===== config.mk =====
export PLATFORM = sky130hd
export DESIGN_NAME = div
export DESIGN_NICKNAME = d
export VERILOG_FILES = /design/src/rtl/div.sv
export SDC_FILE = /design/constraint.sdc
export NUM_CORES = 1
export LEC_CHECK = 0
export BUFFER_PORTS_ARGS = -buffer_cell sky130_fd_sc_hd__buf_2
export CAP_MARGIN = 20
export CELL_PAD_IN_SITES_DETAIL_PLACEMENT = 1
export CELL_PAD_IN_SITES_GLOBAL_PLACEMENT = 1
export CORE_ASPECT_RATIO = 1.4
export CORE_MARGIN = 5
export CORE_UTILIZATION = 47
export CTS_CLUSTER_SIZE = 30
export DETAILED_ROUTE_END_ITERATION = 8
export PLACE_DENSITY_LB_ADDON = 0.1
export SKIP_LAST_GASP = 1
export SYNTH_ARGS = -nofsm -noshare
export SYNTH_HDL_FRONTEND = slang
export SYNTH_SLANG_ARGS = --single-unit

===== constraint.sdc =====
create_clock -name clk -period 7 [get_ports clk]
set_input_delay 0.7 -clock clk [delete_from_list [all_inputs] [get_ports clk]]
set_output_delay 0.7 -clock clk [all_outputs]
set_load 0.02 [all_outputs]

===== src/rtl/div.sv =====
// div: multi-cycle restoring 32-bit divider for DIV/DIVU, one quotient bit per cycle.
// Define DIV_ANNUL_EN to add the annul_i abort port.
module div (
  input  logic        clk,
  input  logic        rst,
  input  logic        signed_div_i,
  input  logic [31:0] opdata1_i,
  input  logic [31:0] opdata2_i,
  input  logic        start_i,
`ifdef DIV_ANNUL_EN
  input  logic        annul_i,
`endif
  output logic [63:0] result_o,
  output logic        ready_o
);

  typedef enum logic [1:0] {FREE, BYZERO, ON, END} state_t;

  state_t      state, state_next;
  logic [5:0]  cnt, cnt_next;
  logic [64:0] work, work_next;
  logic [31:0] divisor, divisor_next;
  logic        sgn, sgn_next;
  logic        neg1, neg1_next;
  logic        neg2, neg2_next;
  logic [63:0] result_next;
  logic        ready_next;
  logic        annul;

`ifdef DIV_ANNUL_EN
  assign annul = annul_i;
`else
  assign annul = 1'b0;
`endif

  logic [31:0] abs1, abs2;
  logic [32:0] diff;
  logic [31:0] quo_fin, rem_fin;

  // The core iterates on magnitudes; signs are reapplied once at the end.
  assign abs1    = (signed_div_i && opdata1_i[31]) ? (~opdata1_i + 32'd1) : opdata1_i;
  assign abs2    = (signed_div_i && opdata2_i[31]) ? (~opdata2_i + 32'd1) : opdata2_i;
  assign diff    = work[64:32] - {1'b0, divisor};
  assign quo_fin = (sgn && (neg1 ^ neg2)) ? (~work[31:0] + 32'd1) : work[31:0];
  assign rem_fin = (sgn && neg1) ? (~work[64:33] + 32'd1) : work[64:33];

  always_comb begin
    state_next   = state;
    cnt_next     = cnt;
    work_next    = work;
    divisor_next = divisor;
    sgn_next     = sgn;
    neg1_next    = neg1;
    neg2_next    = neg2;
    result_next  = result_o;
    ready_next   = ready_o;
    case (state)
      FREE: begin
        ready_next  = 1'b0;
        result_next = 64'd0;
        if (start_i && !annul) begin
          if (opdata2_i == 32'd0) begin
            state_next = BYZERO;
          end else begin
            state_next   = ON;
            cnt_next     = 6'd0;
            divisor_next = abs2;
            work_next    = {32'd0, abs1, 1'b0};
            sgn_next     = signed_div_i;
            neg1_next    = opdata1_i[31];
            neg2_next    = opdata2_i[31];
          end
        end
      end
      BYZERO: begin
        if (annul) begin
          state_next = FREE;
          cnt_next   = 6'd0;
        end else begin
          state_next  = END;
          result_next = 64'd0;
          ready_next  = 1'b1;
        end
      end
      ON: begin
        if (annul) begin
          state_next  = FREE;
          cnt_next    = 6'd0;
          ready_next  = 1'b0;
          result_next = 64'd0;
        end else if (cnt != 6'd32) begin
          // Restore on a negative trial difference by simply not keeping it.
          if (diff[32])
            work_next = {work[63:0], 1'b0};
          else
            work_next = {diff[31:0], work[31:0], 1'b1};
          cnt_next = cnt + 6'd1;
        end else begin
          state_next  = END;
          result_next = {rem_fin, quo_fin};
          ready_next  = 1'b1;
        end
      end
      END: begin
        if (!start_i) begin
          state_next  = FREE;
          ready_next  = 1'b0;
          result_next = 64'd0;
        end
      end
      default: state_next = FREE;
    endcase
  end

  always_ff @(posedge clk) begin
    if (rst) begin
      state    <= FREE;
      cnt      <= 6'd0;
      work     <= 65'd0;
      divisor  <= 32'd0;
      sgn      <= 1'b0;
      neg1     <= 1'b0;
      neg2     <= 1'b0;
      result_o <= 64'd0;
      ready_o  <= 1'b0;
    end else begin
      state    <= state_next;
      cnt      <= cnt_next;
      work     <= work_next;
      divisor  <= divisor_next;
      sgn      <= sgn_next;
      neg1     <= neg1_next;
      neg2     <= neg2_next;
      result_o <= result_next;
      ready_o  <= ready_next;
    end
  end

endmodule


==> results.md, run 1 <==
- Status: finished clean
- Initial antenna violation count: 0
- Max-slew headroom: 0.3837
- Crit path time final: 4.170 ns
- CTS tree: built
- Clock Latency Late Sink: 0.44 ns
- IO Port Bufs: 132
- Psw: 1.627 mW
- Worst slew pin tran: 0.9244 ns
- CTS resizes: 0
- Area contributors post-synth: dfxtp_1 (32%), xnor2_1 (6.7%), a21oi_1 (6.5%)
- Hold Buf Count CTS: 0
- Slew Limit Fails: 0
- Setup CP Type: reg2reg
- Postcts setup bufs: 0
- RSZ-0062 raised after global routing: false
- Critical Path RT: 7.28 ns
- Drt drc: 0
- Mapped Cells: 1452
- Number of global-route vias before repair: 10840
- Internal power: 2.342 mW
- Synth warn: 0
- Switching power share of the total: 0.4100
- VDD IR max: 0.0001823 V
- Area delta synth->final: 13.69%
- Fmax: 0.2398 GHz
- Hold path cells: 2
- Most common cell in the synthesized netlist: nor2_1
- Core outline area: 23040 um2
- Number of fill cells: 2961
- Final Setup Violations: 0
- CTS max path bufs: 2
- Count of flip-flops with a built-in enable after synthesis: 0
- First-iteration detailed-routing DRC count: 459
- Row cnt: 66
- H-tree levels: 4
- FF+latch count, synth: 173
- GP Congestion: 0.9758
- CTS root buf: clkbuf_16
- GRT Total Usage: 0.2648
- Die Wd: 138.6 um
- DR pass1 iterations: 6
- TNS Setup: 0 ns
- GRT overflow: 0
- Worst min path class: reg2reg
- Crit share post-route: 0.5958
- Seq. cell area: 3463 um2
- Skew final: 0.008307 ns
- Number of max-cap violations: 0
- Detailed placer's ending HPWL: 26.95 mm
- Crit end category: register
- First-pass GRT wire length: 56.66 mm
- Post-synth top flop: dfxtp_1
- Final count of hold timing violations: 0
- Height of the die: 190.1 um
- Combinational share of power: 0.411
- Post-layout util: 0.5372
- IO Pins: 133
- Hold WS: 0.4548 ns
- Leading area contributor after synthesis: dfxtp_1
- Largest net degree at the start of global routing: 74
- WL/cell: 19.17 um
- Clock Power Share: 0.262
- Worst reg2reg path depth: 12
- CTS Buf Count: 17
- Syn nets: 1563
- Crit-path max FO: 37
- Layout cells sized above 1: 0.1232
- Area of the multi-input gates: 6915 um2
- Die Area: 26350 um2
- Top post-synthesis cells by count: nor2_1 (182), nand2_1 (180), dfxtp_1 (173), a21oi_1 (141), o21ai_0 (101)
- # diodes: 0
- Cell variety after synth: 66
- Fin nets: 1643
- DR vias/cell: 5.817
- Synth async-reset ratio: 0
- Seq/Total Area, Yosys: 0.3181
- LEAKAGE: 5.111 nW
- Clock Sink Count: 173
- Synth Area per Inst: 7.498 um2
- Synthesized cell area: 10890 um2
- Crit start category: register
- Starting Density: 0.4725
- Critical path arrival: 4.46 ns
- Post-Route WL: 35.44 mm
- Power Density: 320.7 nW/um2
- Total vias in the final route: 10750
- Flop pwr share: 0.327
- Antenna viol nets, final: 0
- Clk slew on worst S/H paths: 0.06 ns
- Synth top area share: 0.3181
[layer usage]
layer | vias to the layer above | share of wire | track usage
met1 | 5172 | 0.39 | 0.2855
li1 | 5268 | - | -
met4 | 0 | 0.053 | 0.1472
met2 | 233 | 0.52 | 0.4932
met3 | 77 | 0.035 | 0.03973
met5 | - | 0 | 0
[power by group through the flow]
| stage | Sequential [mW] | Clock [mW] | Combinational (mW) |
|---|---|---|---|
| 5_1_grt | 1.32 | 1.10 | 1.80 |
| 3_5_place_dp | 1.32 | 0 | 1.60 |
| 4_1_cts | 1.30 | 1.06 | 1.62 |
| 2_1_floorplan | 1.29 | 0 | 1.15 |
| 3_3_place_gp | 1.31 | 0 | 1.57 |
| 6_report | 1.30 | 1.04 | 1.63 |
[logic make-up (layout without fill, tap and decap cells)]
| logic type | count (synthesis) | count (layout) | share of synthesized area |
|---|---|---|---|
| xor+xnor | 147 | 147 | 0.1183 |
| mux | 9 | 9 | 0.008275 |
| compound gates | 432 | 432 | 0.2473 |
| fa+ha+maj | 43 | 43 | 0.05011 |
| flops | 173 | 173 | 0.3181 |
| buf+inv | 139 | 229 | 0.04884 |
| simple gates | 509 | 509 | 0.2091 |
[registers in the layout, summed over array words and instances, names as in the netlist]
name,cells
cnt,6
divisor,32
neg1,1
neg2,1
ready_o,1
result_o,64
sgn,1
state,2
work,65
[metrics by stage]
step	power [mW]	area, um2	cells	setup slack, ns
after floorplan	2.445	10890	1452	3.950
after global routing	4.218	12380	1848	2.549
after global placement	2.877	11700	1816	2.783
final	3.969	12380	1848	2.830
after detailed placement	2.921	11710	1817	2.757
after CTS	3.971	12340	1846	2.865
[layout by cell type, fill, tap and decap left out, types with 10 or more instances in the layout]
cell and count:
or4_1 13, ha_1 41, inv_1 56, o21ai_0 101, nor3_1 28, a21o_1 10, a211oi_1 41, a21oi_1 140
xnor2_1 83, buf_4 11, xor2_1 64, dfxtp_1 173, a22oi_1 45, o31ai_1 24, nand3_1 26, clkbuf_16 17
nor2_1 180, nor4_1 16, nand2_1 180, buf_2 131
[layout make-up]
type,count,area share
Clock buffer,22,0.03750
Tap cell,306,0.03093
Inverter,56,0.01698
Sequential cell,173,0.2798
Multi-Input combinational cell,1140,0.5587
Timing Repair Buffer,144,0.06288
Clock inverter,7,0.01314
[path summary, 6_finish.rpt]
check | startpoint | end | slack (ns)
worst max-delay path | work[55] | work[58] | 2.83
worst min register to register | result_o[34] | result_o[34] | 0.45
worst min-delay path | result_o[34] | result_o[34] | 0.45
worst max register to register | work[55] | work[58] | 2.83
[critical path, stage by stage (launching register included)]
cell and delay, ns:
dfxtp_1 0.41, ha_1 0.45, nand4_1 0.17, or4_1 0.59
or3_1 0.33, a21oi_1 0.18, o31ai_1 0.16, nor4b_1 0.20
nor3_4 0.66, buf_4 0.49, a2111oi_0 0.13, a21oi_1 0.17
o21ai_0 0.08
No activity file was read; power rests on OpenSTA's default activity.
==> run 2, diff against run 1 <==
--- a/config.mk
+++ b/config.mk
@@ -11,7 +11,7 @@
 export CELL_PAD_IN_SITES_GLOBAL_PLACEMENT = 1
 export CORE_ASPECT_RATIO = 1.4
 export CORE_MARGIN = 5
-export CORE_UTILIZATION = 47
+export CORE_UTILIZATION = 43
 export CTS_CLUSTER_SIZE = 30
 export DETAILED_ROUTE_END_ITERATION = 8
 export PLACE_DENSITY_LB_ADDON = 0.1
==> constraint.sdc (replaced) <==
create_clock -name clk -period 4.05 [get_ports clk]
set_input_delay 0.405 -clock clk [delete_from_list [all_inputs] [get_ports clk]]
set_output_delay 0.405 -clock clk [all_outputs]
set_load 0.02 [all_outputs]
==> run 2 against run 1 <==
Sequential share of layout area fell by 0.42 points. Design area rose by 1.5%. Worst hold slack got worse by 0.21 ns. Critical path depth did not move. Routed wire length rose by 5.2%. First-iteration DRC count rose by 11%. Total power rose by 76%. Non-clock buffer count rose by 24. Clock skew fell by 0.0012 ns. Clock power rose by 69%. Critical endpoint unchanged.
==> results.md, run 2 (same netlist as run 1, synthesis figures left out) <==
- Met3 Wirelength: 1.147 mm
- CTS Buf Count: 17
- DR pass1 iterations: 5
- Power Density: 554.9 nW/um2
- Hold WS: 0.2490 ns
- Area of the multi-input gates: 6915 um2
- IO Pins: 133
- Largest registers: work (65), result_o (64), divisor (32)
- Setup CP Type: reg2reg
- Layout cells sized above 1: 0.1383
- Crit end category: register
- # diodes: 0
- Met1 Wirelength: 14.56 mm
- Number of max-cap violations: 0
- Largest Register: work
- Met2 wire length: 19.99 mm
- Min-Delay Startpoint: opdata2_i[0]
- Max-slew headroom: 0.3294
- Row cnt: 69
- Area delta synth->final: 15.44%
- Starting Density: 0.4319
- IO Port Bufs: 132
- Clk slew on worst S/H paths: 0.06 ns
- Highest metal used: met4
- Most frequent cells in the layout: nand2_1 (180), nor2_1 (180), dfxtp_1 (173)
- Crit start category: register
- Number of global-route vias before repair: 11390
- DR vias/cell: 5.769
- Skew final: 0.007153 ns
- Crit path time final: 3.569 ns
- First-iteration detailed-routing DRC count: 510
- Seq. cell area: 3463 um2
- DP Area: 11950 um2
- GRT Total Usage: 0.2637
- Drt drc: 0
- Number of fill cells: 3247
- LEAKAGE: 5.230 nW
- Die Area: 28650 um2
- Postcts setup bufs: 0
- Largest net degree at the start of global routing: 90
- Height of the die: 198.3 um
- Critical path arrival: 3.93 ns
- Initial antenna violation count: 0
- R2R Setup Slk: 0.48 ns
- Clock Latency Late Sink: 0.44 ns
- GP Congestion: 0.9514
- Final Setup Violations: 0
- Hold Buf Count CTS: 0
- Max reg flops: 65
- Placed cells: 1856
- Worst Hold End: divisor[0]
- Design area: 12570 um2
- Worst min path class: in2reg
- H-tree levels: 4
- Finished Layout Cells: 1888
- Worst reg2reg path depth: 12
- Status: finished clean
- Antenna viol nets, final: 0
- Total vias in the final route: 10890
- Slew Limit Fails: 0
- Worst r2r dst: work[58]
- Fmax: 0.2802 GHz
- Final count of hold timing violations: 0
- Crit share post-route: 0.8812
- CTS max path bufs: 2
- VDD IR max: 0.0003262 V
- CTS tree: built
- CTS resizes: 0
- Detailed placer's ending HPWL: 28.58 mm
- Worst reg2reg startpoint: work[35]
- GRT overflow: 0
- WL/cell: 19.74 um
- Core outline area: 25210 um2
- TNS Setup: 0 ns
- Crit-path max FO: 6
- First-pass GRT wire length: 60.06 mm
- CTS root buf: clkbuf_16
- Final Power: 6.974 mW
- Post-Route WL: 37.28 mm
- Clock Sink Count: 173
- Fin nets: 1667
- Die Wd: 144.5 um
- RSZ-0062 raised after global routing: false
- Worst slew pin tran: 1.006 ns
- Hold path cells: 3
- Critical Path RT: 4.41 ns
-- run 2: cell count changes in the layout (fill, tap and decap cells not counted) --
cell       previous run  this run
buf_4                11        35
bufinv_16             5         3
clkbuf_8              2         4
inv_6                 0         2
clkinv_4              0         1
-- run 2: per-stage QoR --
step	utilization	setup WS, ns
3_3_place_gp	0.4739	0.6410
5_1_grt	0.4985	0.1001
3_5_place_dp	0.4739	0.5629
6_report	0.4985	0.4811
2_1_floorplan	-	1.000
4_1_cts	0.4985	0.4561
-- run 2: how the worst max path moves through the flow --
stage | startpoint | end | slack (ns) | cells after the start
6_report | work[35] | work[58] | 0.48 | 12
5_1_grt | work[49] | work[54] | 0.10 | 11
4_1_cts | work[49] | work[54] | 0.46 | 11
3_5_place_dp | work[49] | work[54] | 0.56 | 11
3_3_place_gp | work[57] | work[58] | 0.64 | 12
2_1_floorplan | work[49] | work[54] | 1.00 | 12
-- run 2: worst max-delay path, stage by stage (launching register included) --
cell and delay (ns):
dfxtp_1 0.44, ha_1 0.33, a21o_1 0.21, a21oi_1 0.23, a21boi_1 0.18, a211oi_2 0.48, o21ai_0 0.38, a311oi_1 0.37
buf_4 0.19, nor2_1 0.06, a2111oi_0 0.38, a21oi_1 0.08, o21ai_0 0.15
-- run 2: layout make-up --
cell class	count	share of cell area
Tap cell	319	0.03176
Multi-Input combinational cell	1140	0.5503
Sequential cell	173	0.2756
Clock inverter	8	0.01025
Clock buffer	24	0.03913
Inverter	56	0.01673
Timing Repair Buffer	168	0.07626
-- run 2: layer usage --
metal  vias up  track usage
met5         -            0
met4         0       0.1134
met3        62      0.03310
met2       194       0.4979
met1      5328       0.2900
li1       5308            -
-- run 2: report_power, final --
group	leakage, nW	switching [mW]	internal, mW
combinational	3.52	1.94	1.03
clock	0.301	0.718	1.04
sequential	1.41	0.272	1.97
total	5.23	2.93	4.04
